$ cat src/rtl/mat_pkg.sv
// Shared constants, FSM state type and packing helper for the 5x5 signed matrix multiplier.
package mat_pkg;
  localparam int N     = 5;
  localparam int W     = 8;
  localparam int ACC_W = 2 * W + 3;
  localparam int IDX_W = 5;

  localparam logic [IDX_W-1:0] IDX_LAST = IDX_W'(N * N - 1);
  localparam logic [2:0]       RC_LAST  = 3'(N - 1);

  localparam logic signed [ACC_W-1:0] ACC_MAX = ACC_W'(2 ** (W - 1) - 1);
  localparam logic signed [ACC_W-1:0] ACC_MIN = ACC_W'(-(2 ** (W - 1)));
  localparam logic [W-1:0]            RES_MAX = {1'b0, {(W - 1){1'b1}}};
  localparam logic [W-1:0]            RES_MIN = {1'b1, {(W - 1){1'b0}}};

  typedef enum logic [1:0] {
    IDLE  = 2'd0,
    CALC  = 2'd1,
    WRITE = 2'd2
  } state_t;

  typedef struct packed {
    state_t                   state;
    logic [IDX_W-1:0]         idx;
    logic signed [ACC_W-1:0]  acc;
  } dbg_t;

  // Bit offset of element (r,c) inside a packed N*N*W matrix.
  function automatic int bit_off(input int r, input int c);
    return W * (N * r + c);
  endfunction
endpackage

$ cat src/rtl/mat_dot5.sv
// Combinational N-term signed dot product; MAT_MUL_SAT_EN selects saturation instead of wrap.
module mat_dot5
  import mat_pkg::*;
(
  input  logic [N*W-1:0]          i_row,
  input  logic [N*W-1:0]          i_col,
  output logic signed [ACC_W-1:0] o_acc,
  output logic [W-1:0]            o_res,
  output logic                    o_ovf
);
  logic signed [W-1:0]     w_a    [N];
  logic signed [W-1:0]     w_b    [N];
  logic signed [2*W-1:0]   w_prod [N];
  logic signed [ACC_W-1:0] w_sum;
  logic                    w_hi;
  logic                    w_lo;

  always_comb begin
    w_sum = '0;
    for (int k = 0; k < N; k++) begin
      w_a[k]    = i_row[k*W +: W];
      w_b[k]    = i_col[k*W +: W];
      w_prod[k] = w_a[k] * w_b[k];
      w_sum     = w_sum + {{(ACC_W - 2 * W){w_prod[k][2*W-1]}}, w_prod[k]};
    end
  end

  assign w_hi  = (w_sum > ACC_MAX);
  assign w_lo  = (w_sum < ACC_MIN);
  assign o_acc = w_sum;
  assign o_ovf = w_hi | w_lo;

`ifdef MAT_MUL_SAT_EN
  assign o_res = w_hi ? RES_MAX : (w_lo ? RES_MIN : w_sum[W-1:0]);
`else
  assign o_res = w_sum[W-1:0];
`endif
endmodule

$ cat src/rtl/mat_mul_seq.sv
// Sequential 5x5 signed matrix multiplier, one result element per clock, then a write strobe.
// Optional build macro MAT_MUL_SAT_EN (saturating results, handled in mat_dot5).
module mat_mul_seq
  import mat_pkg::*;
(
  input  logic             clk,
  input  logic             rst,
  input  logic             start,
  input  logic [N*N*W-1:0] matA,
  input  logic [N*N*W-1:0] matB,
  output logic [N*N*W-1:0] matC,
  output logic             write,
  output logic             busy,
  output logic             done,
  output logic             ovf,
  output dbg_t             o_dbg
);
  // Handshake: start is a level request sampled only in IDLE; write is a
  // one-cycle strobe with matC already final, and matC holds until the next start.
  state_t                  r_state;
  state_t                  w_next;
  logic [N*N*W-1:0]        r_a;
  logic [N*N*W-1:0]        r_b;
  logic [N*N*W-1:0]        r_mat_c;
  logic [IDX_W-1:0]        r_idx;
  logic [2:0]              r_row;
  logic [2:0]              r_col;
  logic                    r_write;
  logic                    r_busy;
  logic                    r_done;
  logic                    r_ovf;
  logic                    w_accept;
  logic [N*W-1:0]          w_row;
  logic [N*W-1:0]          w_col;
  logic signed [ACC_W-1:0] w_acc;
  logic [W-1:0]            w_res;
  logic                    w_ovf;

  assign w_accept = (r_state == IDLE) && start;

  always_comb begin
    w_row = '0;
    w_col = '0;
    for (int k = 0; k < N; k++) begin
      w_row[k*W +: W] = r_a[bit_off(int'(r_row), k) +: W];
      w_col[k*W +: W] = r_b[bit_off(k, int'(r_col)) +: W];
    end
  end

  mat_dot5 u_dot (
    .i_row (w_row),
    .i_col (w_col),
    .o_acc (w_acc),
    .o_res (w_res),
    .o_ovf (w_ovf)
  );

  always_comb begin
    w_next = r_state;
    case (r_state)
      IDLE:    if (start) w_next = CALC;
      CALC:    if (r_idx == IDX_LAST) w_next = WRITE;
      WRITE:   w_next = IDLE;
      default: w_next = IDLE;
    endcase
  end

  // Status outputs are registered copies of the state, so they lag it by one
  // cycle and never see start combinationally.
  always_ff @(posedge clk or posedge rst) begin
    if (rst) begin
      r_state <= IDLE;
      r_a     <= '0;
      r_b     <= '0;
      r_mat_c <= '0;
      r_idx   <= '0;
      r_row   <= '0;
      r_col   <= '0;
      r_write <= 1'b0;
      r_busy  <= 1'b0;
      r_done  <= 1'b0;
      r_ovf   <= 1'b0;
    end else begin
      r_state <= w_next;
      r_busy  <= (r_state != IDLE);
      r_write <= (r_state == WRITE);
      if (w_accept) begin
        r_a    <= matA;
        r_b    <= matB;
        r_idx  <= '0;
        r_row  <= '0;
        r_col  <= '0;
        r_ovf  <= 1'b0;
        r_done <= 1'b0;
      end else if (r_state == CALC) begin
        r_mat_c[bit_off(int'(r_row), int'(r_col)) +: W] <= w_res;
        if (w_ovf) r_ovf <= 1'b1;
        r_idx <= r_idx + 5'd1;
        if (r_col == RC_LAST) begin
          r_col <= '0;
          r_row <= r_row + 3'd1;
        end else begin
          r_col <= r_col + 3'd1;
        end
      end else if (r_state == WRITE) begin
        r_done <= 1'b1;
      end
    end
  end

  assign matC        = r_mat_c;
  assign write       = r_write;
  assign busy        = r_busy;
  assign done        = r_done;
  assign ovf         = r_ovf;
  assign o_dbg.state = r_state;
  assign o_dbg.idx   = r_idx;
  assign o_dbg.acc   = w_acc;
endmodule

$ cat config.mk
export PLATFORM = sky130hd
export DESIGN_NAME = mat_mul_seq
export DESIGN_NICKNAME = d
export VERILOG_FILES = /design/src/rtl/mat_pkg.sv /design/src/rtl/mat_dot5.sv /design/src/rtl/mat_mul_seq.sv
export SDC_FILE = /design/constraint.sdc
export NUM_CORES = 2
export LEC_CHECK = 0
export BUFFER_PORTS_ARGS = -buffer_cell sky130_fd_sc_hd__buf_4
export CAP_MARGIN = 15
export CORE_MARGIN = 5
export CORE_UTILIZATION = 50
export CTS_CLUSTER_SIZE = 30
export DETAILED_ROUTE_END_ITERATION = 8
export HOLD_SLACK_MARGIN = 0.12
export MAX_ROUTING_LAYER = met4
export PLACE_DENSITY = 0.77
export SKIP_CTS_REPAIR_TIMING = 1
export SYNTH_ARGS = -nofsm -noshare
export SYNTH_HDL_FRONTEND = slang
export SYNTH_SLANG_ARGS = --single-unit
$ cat constraint.sdc
create_clock -name clk -period 77.5 [get_ports clk]
set_input_delay 23.25 -clock clk [delete_from_list [all_inputs] [get_ports clk]]
set_output_delay 23.25 -clock clk [all_outputs]
set_load 0.01 [all_outputs]
Word level (Yosys, flattened, before mapping)

Index checks and enable logic that the tools add are counted.
Widths: inputs -> output; s select.

Register bits after elaboration: 617
Bits of input ports: 403
Output and inout bits: 230
Logic and storage cells: 87

Add/sub/neg operators: 17
Multipliers: 6
Order comparisons: 2
Eq/ne operators: 7
Shift-type cells: 12
Mux-type cells: 18
Bitwise gates (word level): 2
Reductions and logical operators: 12

Operator list:

| cell                     | count |
|---|---|
| $shiftx 200x32->8        | 4 |
| $shiftx 200x10->8        | 2 |
| $shiftx 200x9->8         | 2 |
| $bwmux 200               | 1 |
| $shift 8x33->200 const A | 1 |
| $shiftx 200x7->8         | 1 |
| $shiftx 200x8->8         | 1 |
| $shiftx 8x33->200        | 1 |
| $mul 8x8->16             | 5 |
| $add 29x3->29 const B    | 2 |
| $add 19x19->19           | 3 |
| $neg 10->33              | 1 |
| $add 29x2->29 const B    | 1 |
| $add 29x4->29 const B    | 1 |
| $gt 19x8->1 const B      | 1 |
| $lt 19x8->1 const B      | 1 |
| $mux 3                   | 6 |
| $add 16x16->17           | 1 |
| $add 4x3->5 const A      | 2 |
| $mux 5                   | 2 |
| $reduce_and 2->1         | 5 |
| $reduce_bool 2->1        | 5 |
| $add 6x3->7              | 1 |
| $add 3x1->3 const B      | 2 |
| 16 further kinds         | 24 |

Depth between registers and ports, before layout

Word-level depth: 13
Gate-level depth with buffers: 48
Mapped depth without buffers: 42

Hierarchy

A second synthesis with hierarchy kept.

Cell total of the unflattened synthesis: 4720
Area, all modules: 47530.6 um^2

Modules (own cells, without submodules):

| module      | instances | cells an instance | area each (um^2) | seq. area each (um^2) |
|---|---|---|---|---|
| mat_mul_seq | 1         | 3194              | 33238.1          | 15439.8 |
| mat_dot5    | 1         | 1526              | 14292.5          | 0.0 |

Worst setup path after synthesis

Ideal clock, no wire load.

Path kind: register -> output
From: reg r_row[1]
To: out o_dbg[18] (netlist bit)
Arrival time: 10.602 ns
Data required time: 54.250 ns
Path slack: 43.648 ns
Stages on the path, launching flop included: 36
Path buffers: 6
Path through: dfrtp_1 > buf_4 > buf_4 > inv_1 > clkbuf_1 > clkbuf_1 > ha_1 > buf_2 > nor4_2 > and2_1 > a222oi_1 > o22a_1 > nor2_1 > fa_1 > fa_1 > fa_1 > fa_1 > fa_1 > inv_1 > fa_1 > inv_1 > ha_1 > and3_1 > a211oi_1 > xor2_1 > fa_1 > fa_1 > inv_1 > ha_1 > buf_6 > a21o_1 > a2111o_1 > nor3_2 > a21oi_1 > or4_1 > and3_4

RTL lines:

| what                   | line               | source |
|---|---|---|
| from (decl)            | mat_mul_seq.sv:26  | `logic [2:0] r_row;` |
| from (signal assigned) | mat_mul_seq.sv:101 | `r_row <= r_row + 3'd1;` |
| to (decl)              | mat_mul_seq.sv:16  | `output dbg_t o_dbg` |

==> metrics <==
result of the run=finished, final reports clean; Core Region=94700 um^2; Async S/R FF share, synth=1.00; Die Area=101000 um^2; slowest library cell on the worst path=sky130_fd_sc_hd__dfrtp_4; number of flip-flops and latches in the synthesized netlist=617; worst max-slew margin expressed relative to the limit=0.157; WP data required=54250 ps; ratio of cells with drive above 1 in the final layout=0.215; hold path depth=2; latest clock arrival within the worst-skew pair=650 ps; share of the clock period used by the worst path after layout=0.465; post-synthesis cell area=47500 um^2; kind of cell with the highest combined delay on the critical path=adder cells; placed cells=6679; clock root buffer=sky130_fd_sc_hd__clkbuf_16; mean instance size in the synthesized netlist=9.57 um^2; hold-critical path endpoint=r_b[12]; CP bufs+invs=7; first-pass GRT wire length=239000 um; worst flop-to-flop path endpoint=ovf; gp weighted congestion=1.00; pin count of the biggest net entering global routing=141; first-pass iteration count of the detailed router=6; area after detailed placement=53300 um^2; Antenna Violating Nets Remaining=0; clock-pin slew reported for the worst setup and hold paths after clock tree synthesis=70 ps; top cell type's share of synthesized area=0.325; # port buffers=632; most used flip-flop cell after synthesis=sky130_fd_sc_hd__dfrtp_1; number of cell rows=113; horizontal extent of the die=318 um; arrival time worst endpoint=12770 ps; nets=6411; Filler Cell Count=8011; hold path start=r_b[12]; number of DRC violations after detailed routing=0; initial core utilization=0.502; cells after synthesis=4968; clock skew=40.7 ps; dominant cell type by area after synthesis=sky130_fd_sc_hd__dfrtp_1; yosys warns=0; max-capacitance violation count=0; initial antenna violation count=2; Worst Max-Slew Pin Slew=1230 ps; classification of the worst-slack hold path=flop to flop; start-to-end type of the worst setup path=flop to output pin; detailed-route wire length=154000 um; slack of the worst reg-to-reg path=64790 ps; critical path endpoint category=output pin; CTS tree=done; count of final setup violators=0; post-layout min period=36020 ps; number of synthesized flops with an enable pin=0; kind of start point of the critical path=flop; library cell with the highest instance count after synthesis=sky130_fd_sc_hd__nand2_1; nets in the synthesized netlist=5890; post-route setup TNS=0 ps; timing-limited maximum frequency=27.8 MHz; Die Height=318 um; H-tree depth=3; number of sinks on the clock net=617; most instantiated cells after synthesis=1588 x sky130_fd_sc_hd__nand2_1, 617 x sky130_fd_sc_hd__dfrtp_1, 482 x sky130_fd_sc_hd__inv_1; Post-Layout Cell Count=6810; vias per std cell=5.80; delay of the slowest cell on the worst path=820 ps; count of final hold-check violations=0; mean routed wirelength per cell=22.7 um; signed area change from the synthesized netlist to the final layout=17.3%; Iter 0 DRT Violations=4592; DPL Wire Length=120000 um; main area contributors after synthesis=sky130_fd_sc_hd__dfrtp_1 32%, sky130_fd_sc_hd__fa_1 14%, sky130_fd_sc_hd__nand2_1 13%, sky130_fd_sc_hd__mux4_2 12%, sky130_fd_sc_hd__ha_1 4.6%; I/O pin count=633; worst flop-to-flop path startpoint=r_row[0]; Overflow after GRT=0; sequential fraction of the synthesis area=0.325; Vias=39500; number of unique standard cell types used by synthesis=83; total routing resource utilization after global routing=0.311; unrepaired setup endpoints after global routing=false; cell mode on critical path=sky130_fd_sc_hd__fa_1; CTS max path bufs=3; number of slew-limit violations in the final report=0; via count of the first global-routing pass=40600; number of cells on the worst reg-to-reg path=34; worst-path maximum fanout=56; summed area of non-filler cells in the final layout=55700 um^2; Num CTS Buffers=69
kinds of logic (layout without fill, tap and decap cells):
family,Yosys count,after routing,share of synthesized area
buf+inv,731,1305,0.0615
xor+xnor,115,115,0.0217
other cells,0,3,0
compound gates,489,489,0.0650
simple gates,2096,2096,0.182
flops,617,617,0.325
fa+ha+maj,519,519,0.191
mux,401,401,0.154
placed cells by master, fill, tap and decap left out, types with 15 or more instances in the layout:
cell type,synthesis,routed
sky130_fd_sc_hd__a211oi_1,19,19
sky130_fd_sc_hd__a21o_1,19,19
sky130_fd_sc_hd__a21oi_1,76,75
sky130_fd_sc_hd__a22oi_1,21,21
sky130_fd_sc_hd__and2_1,50,49
sky130_fd_sc_hd__and3_1,22,22
sky130_fd_sc_hd__buf_4,21,694
sky130_fd_sc_hd__clkbuf_16,0,70
sky130_fd_sc_hd__clkbuf_8,0,15
sky130_fd_sc_hd__dfrtp_1,617,613
sky130_fd_sc_hd__fa_1,344,344
sky130_fd_sc_hd__ha_1,175,174
sky130_fd_sc_hd__inv_1,482,481
sky130_fd_sc_hd__mux2_2,62,62
sky130_fd_sc_hd__mux2i_1,77,77
sky130_fd_sc_hd__mux4_2,254,254
sky130_fd_sc_hd__nand2_1,1588,1587
sky130_fd_sc_hd__nand2b_1,44,44
sky130_fd_sc_hd__nand3_1,47,47
sky130_fd_sc_hd__nor2_1,186,186
sky130_fd_sc_hd__nor2b_1,27,26
sky130_fd_sc_hd__nor3_1,50,50
sky130_fd_sc_hd__o2111ai_1,16,16
sky130_fd_sc_hd__o21ai_0,177,177
sky130_fd_sc_hd__o21ai_1,31,31
sky130_fd_sc_hd__o22ai_1,21,21
sky130_fd_sc_hd__or2_2,19,19
sky130_fd_sc_hd__xnor2_1,77,74
sky130_fd_sc_hd__xor2_1,36,33
state kept, by name, summed over array words and instances, names as in the netlist:
name     cells
r_state      2
r_col        3
r_a        200
matC       200
r_idx        5
write        1
r_b        200
busy         1
r_row        3
ovf          1
done         1
cell type report:
| cell class | count | area, um^2 | share of cell area |
|---|---|---|---|
| antenna | 3 | 7.51 | 0.000135 |
| clock buffer | 98 | 2010 | 0.0360 |
| clock inverter | 26 | 357 | 0.00640 |
| inverter | 485 | 1830 | 0.0328 |
| multi-input combinational | 3620 | 29200 | 0.525 |
| sequential | 617 | 15500 | 0.277 |
| tap | 1265 | 1580 | 0.0284 |
| timing repair buffer | 696 | 5260 | 0.0943 |
worst reg2reg max path, delay by kind of cell (launching register included):
kind	cells	cell delay, ps
fa+ha+maj	10	4720
compound gates	10	2610
xor+xnor	1	150
flops	1	820
simple gates	5	1520
mux	2	1110
buf+inv	6	1650
worst max-delay path by stage:
stage	cells after the start	slack, ps	end	startpoint
after CTS	33	41600	o_dbg[18]	r_row[0]
after global routing	31	40850	o_dbg[18]	r_row[0]
after global placement	31	42440	o_dbg[18]	r_row[0]
final	33	41480	o_dbg[18]	r_row[0]
after detailed placement	31	42320	o_dbg[18]	r_row[0]
after floorplan	1	36970	busy	rst
stage by stage:
stage               hold WS, ps  setup slack, ps  utilization
floorplan                   440            36970            -
global placement            453            42440        0.563
detailed placement          459            42320        0.563
CTS                         473            41600        0.588
global route                481            40850        0.588
finish                      473            41480        0.588
metal layers:
| layer | global-route usage | vias up | routed length, um |
|---|---|---|---|
| li1 | - | 17400 | - |
| met1 | 0.396 | 19600 | 59100 |
| met2 | 0.489 | 2111 | 72600 |
| met3 | 0.0637 | 391 | 14600 |
| met4 | 0.133 | 0 | 8090 |
| met5 | - | - | 0 |
Power is left out: the tool's default activity adds up to more than one toggle a clock period on the data nets, which glitch-free logic cannot reach.
